==> config.mk <==
export PLATFORM = sky130hd
export DESIGN_NAME = instruction_fetch_unit
export DESIGN_NICKNAME = d
export VERILOG_FILES = /design/src/rtl/instruction_fetch_unit.sv
export SDC_FILE = /design/constraint.sdc
export NUM_CORES = 1
export LEC_CHECK = 0
export CAP_MARGIN = 40
export CORE_MARGIN = 1
export CORE_UTILIZATION = 37
export CTS_BUF_LIST = sky130_fd_sc_hd__clkbuf_4
export DETAILED_ROUTE_END_ITERATION = 10
export PLACE_DENSITY = 0.78
export SKIP_LAST_GASP = 1
export SLEW_MARGIN = 20
export SYNTH_ARGS = -nofsm -noshare
export SYNTH_HDL_FRONTEND = slang
export SYNTH_SLANG_ARGS = --single-unit
==> constraint.sdc <==
create_clock -name clk -period 1.9 [get_ports clk]
set_input_delay 0.285 -clock clk [delete_from_list [all_inputs] [get_ports clk]]
set_output_delay 0.285 -clock clk [all_outputs]
set_load 0.02 [all_outputs]
==> src/rtl/instruction_fetch_unit.sv <==
// Fetch stage: owns the PC, issues single-outstanding word reads to instruction memory
// and holds one fetched instruction for decode, squashing fetches made stale by redirects.
module instruction_fetch_unit #(
    parameter int              AW       = 16,
    parameter int              IW       = 32,
    parameter logic [AW-1:0]   RESET_PC = '0
) (
    input  logic          clk,
    input  logic          rst,

    output logic          imem_req,
    output logic [AW-1:0] imem_addr,
    input  logic          imem_valid,
    input  logic [IW-1:0] imem_rdata,

    input  logic          stall,
    input  logic [1:0]    JMPSel,
    input  logic [AW-1:0] jmp_target,
    input  logic [AW-1:0] jr_target,
    input  logic          branch_taken,
    input  logic [AW-1:0] branch_target,

    output logic          if_valid,
    output logic [IW-1:0] if_instr,
    output logic [AW-1:0] if_pc,
    output logic [4:0]    OPcode,
    output logic [2:0]    ALUop,

    output logic          dbg_fsm_state
);

    // Handshake: imem_req is a one-cycle pulse carrying imem_addr; exactly one
    // imem_valid pulse answers it at least one cycle later. Decode accepts the
    // held instruction in any cycle with if_valid=1 and stall=0.

    typedef enum logic {
        S_REQ  = 1'b0,
        S_WAIT = 1'b1
    } fetch_state_e;

    fetch_state_e  state_q, state_d;
    logic [AW-1:0] pc_q, pc_d;
    logic          squash_q, squash_d;
    logic          if_valid_q, if_valid_d;
    logic [IW-1:0] if_instr_q, if_instr_d;
    logic [AW-1:0] if_pc_q, if_pc_d;

    logic          consume;
    logic          dec_redirect;
    logic          redirect;
    logic [AW-1:0] redirect_target;
    logic          issue;

    always_comb begin
        consume      = if_valid_q && !stall;
        dec_redirect = consume && (JMPSel == 2'b01 || JMPSel == 2'b10);
        redirect     = branch_taken || dec_redirect;

        if (branch_taken) begin
            redirect_target = branch_target;
        end else if (JMPSel == 2'b01) begin
            redirect_target = jmp_target;
        end else begin
            redirect_target = jr_target;
        end

        // A request is only made when the output register will be free by the response.
        issue = (state_q == S_REQ) && (!if_valid_q || !stall) && !redirect && !rst;
    end

    always_comb begin
        state_d    = state_q;
        pc_d       = pc_q;
        squash_d   = squash_q;
        if_valid_d = if_valid_q && !consume;
        if_instr_d = if_instr_q;
        if_pc_d    = if_pc_q;

        case (state_q)
            S_REQ: begin
                if (issue) begin
                    state_d = S_WAIT;
                end
            end
            S_WAIT: begin
                if (imem_valid) begin
                    state_d  = S_REQ;
                    squash_d = 1'b0;
                    if (!squash_q && !redirect) begin
                        if_valid_d = 1'b1;
                        if_instr_d = imem_rdata;
                        if_pc_d    = pc_q;
                        pc_d       = pc_q + {{(AW-1){1'b0}}, 1'b1};
                    end
                end else if (redirect) begin
                    // The in-flight response belongs to the old path.
                    squash_d = 1'b1;
                end
            end
            default: begin
                state_d = S_REQ;
            end
        endcase

        if (redirect) begin
            pc_d       = redirect_target;
            if_valid_d = 1'b0;
        end
    end

    always_ff @(posedge clk or posedge rst) begin
        if (rst) begin
            state_q    <= S_REQ;
            pc_q       <= RESET_PC;
            squash_q   <= 1'b0;
            if_valid_q <= 1'b0;
            if_instr_q <= '0;
            if_pc_q    <= '0;
        end else begin
            state_q    <= state_d;
            pc_q       <= pc_d;
            squash_q   <= squash_d;
            if_valid_q <= if_valid_d;
            if_instr_q <= if_instr_d;
            if_pc_q    <= if_pc_d;
        end
    end

    assign imem_req      = issue;
    assign imem_addr     = pc_q;
    assign if_valid      = if_valid_q;
    assign if_instr      = if_instr_q;
    assign if_pc         = if_pc_q;
    assign OPcode        = if_instr_q[IW-1 -: 5];
    assign ALUop         = if_instr_q[IW-6 -: 3];
    assign dbg_fsm_state = state_q;

endmodule

==> impl_results.md <==
- Critical path endpoint: imem_req
- Clock Sinks: 67
- Post-route ant nets: 0
- Failing checks: setup timing
- WS Path Type: register to primary output
- Die ar.: 9002 µm²
- Setup Skew: 9.500 ps
- Gr usage total: 19.00%
- VDD IR max: 640.1 µV
- Measured slew at the worst slew-check pin: 552.5 ps
- Core area: 8299 µm²
- DP Area: 5095 µm²
- Slowest cell on crit path: dfrtp_2
- Seq/Total Area, Yosys: 52.53%
- Total CTS buffers: 9
- Initial antenna violation count: 0
- Detailed Place HPWL: 6.513 mm
- Final setup fails: 1
- Skew-Pair Late Insertion Delay: 390 ps
- Number of synthesized register bits: 67
- Layout area overhead: 64.72%
- PnR worst setup slack: -28.22 ps
- Total negative setup slack: -28.22 ps
- DRT Wirelength: 8.351 mm
- Final Hold Fails: 0
- Slew HR: 63.13%
- Fraction of layout cells with a size suffix above 1: 24.72%
- CP bufs+invs: 1
- Die W: 94.88 µm
- Max Cap Viol: 0
- Max frequency: 518.6 MHz
- Vias per Instance: 4.966
- Crit path max fanout: 2
- Critical path depth in cells: 4
- FP Rows: 33
- Cell area after synthesis: 3192 µm²
- Syn_area_per_cell: 12.04 µm²
- Unrepaired setup endpoints after global routing: true
- First-pass GRT wire length: 13.04 mm
- WL per Instance: 14.97 µm
- Reg2Reg Capture Point: imem_addr[15]
- Worst hold path class: input pin to async pin
- GRT Residual Overflow: 0
- Starting DRC count in detailed routing: 57
- Vias in the first global route: 2,846
- Pre-CTS WS: -794.2 ps
- Status: finished, violations left
- CTS Buffer Depth: 2
- Die height: 94.88 µm
- Crit path max-delay family: flip-flops
- Design Area, Final: 5258 µm²
- Commonest non-fill, non-tap cell in the layout: clkdlybuf4s50_1
- Reg2Reg Setup Slack: 60 ps
- CTS tree: yes
- Cells after Synth: 265
- Fin crit period: 1928 ps
- N_diodes: 0
- Most frequent cells in the layout: clkdlybuf4s50_1 (155), dfrtp_1 (65), mux2_2 (48)
- Critical Path Max Stage Delay: 420 ps
- Worst-path cell chain: nor3b_4 -> or2_4 -> a2111oi_4 -> buf_4
- Initial Util: 38.46%
- Synth unique cells: 34
- Vias post-DR: 2,771
- Clock Tree Root: clkbuf_4
- CP endpoint kind: primary output
- Lkg Pwr: 2.164 nW
- Final layout net count: 538
- Drt pass-1 iters: 4
- Crit share post-route: 101.5%
- Max Slew Vio Count: 0
- DR DRC count: 0
- Mapped Nets: 354
- R2r startpoint: squash_q
- Final Core Density: 63.35%
- H-Tree Depth: 3
- Hold buffer count at cts: 0
- Io pins: 162
- Crit path from: if_valid
- Power Density: 1186 nW/µm²
- IO buf count: 161
- Largest net degree at the start of global routing: 40
- Reg2reg path depth: 4
- WP data required: 1620 ps
- Worst-path clk slew: 110 ps
- RePlAce Congestion: 0.8072
- Yosys Warn Count: 0
- Type of origin of the critical path: register
- Hold_ws: 432.6 ps
- Critical path arrival: 1640 ps
## timing repair
item	4_1_cts	5_1_grt
hold endpoints to repair	0	0
setup endpoints to repair	65	4
setup buffers	2	1
pin swaps	2	2
gates resized for setup	16	2
## flip-flops by register name (all words and copies together) (netlist names)
signal         flops
dbg_fsm_state      1
if_instr          32
if_pc             16
if_valid           1
imem_addr         16
squash_q           1
## power breakdown
| group | internal (mW) | switching, mW |
|---|---|---|
| Clock | 0.251 | 0.486 |
| Combinational | 1.76 | 1.43 |
| Sequential | 1.98 | 0.327 |
| Total | 3.99 | 2.25 |
## cells in the mapped netlist
cell       count  area (µm²)
o31ai_1        1       7.510
buf_1          1       3.750
ha_1           2       25.02
buf_4          8       60.06
o211ai_1       3       22.52
a2111oi_0      1       8.760
xor2_1         4       35.03
nor2_1        13       48.80
nor3_1         2       10.01
and4b_2        1       11.26
inv_1          7       26.28
mux2_2        48       540.5
a21oi_1       11       55.05
dfrtp_1       67        1677
or2_2          1       6.260
buf_2          7       35.03
a21o_2         1       8.760
nor3b_2        1       12.51
and4_1         2       17.52
clkbuf_1       7       26.28
a31oi_1        5       31.28
nand3_1       11       55.05
a31o_2         1       8.760
nand4_1        4       25.02
nand3b_4       1       20.02
o21ai_0        8       40.04
nand2_1        6       22.52
nor4_1         1       6.260
nand4b_1       1       8.760
xnor2_1        4       35.03
or4_1          4       30.03
mux2i_1       17       170.2
a211oi_1      11       82.58
or3_1          3       18.77
## stage by stage
stage	power (mW)	cells
after global placement	5.471	540
after CTS	6.327	557
after global routing	6.634	558
after floorplan	3.924	265
after detailed placement	5.549	540
final	6.236	558
## worst reg2reg max path, delay by kind of cell, from the launching register on
family | cells | cell delay (ps)
compound gates | 1 | 160
simple gates | 3 | 1200
flops | 1 | 400
## final cells by class
type,instances,area (µm²)
multi-input cells,168,1418
fillers,672,3042
well taps,105,131.4
inverters,7,30.03
flip-flops and latches,67,1679
clock inverters,6,33.78
clock buffers,9,67.56
repair buffers,196,1898
## metal layers
layer	GRT usage (%)	vias up	wire length [µm]
li1	-	1333	-
met1	21.56	1342	3318
met2	34.05	91	4330
met3	6.441	5	662
met4	4.672	0	40
met5	0	-	0
## cell families after synthesis
| group | count (synthesis) | synth area share (%) |
|---|---|---|
| xor gates and xnor gates | 8 | 2.195 |
| muxes | 65 | 22.27 |
| and+or+nand+nor | 51 | 9.173 |
| DFF | 67 | 52.53 |
| adders and majority gates | 2 | 0.7839 |
| AOI/OAI and AO/OA | 42 | 8.311 |
| buffers and inverters | 30 | 4.743 |
## worst min-delay path by stage
stage / start / slack [ps] / end / cells after the start
after CTS: rst / 410 / imem_addr[10] / 3
final: rst / 430 / imem_addr[10] / 3
after global routing: rst / 460 / imem_addr[9] / 3
after global placement: if_instr[1] / 490 / if_instr[1] / 1
after floorplan: imem_valid / 370 / squash_q / 1
after detailed placement: if_instr[0] / 490 / if_instr[0] / 1
Note: power is estimated with default switching activity, not from simulation.
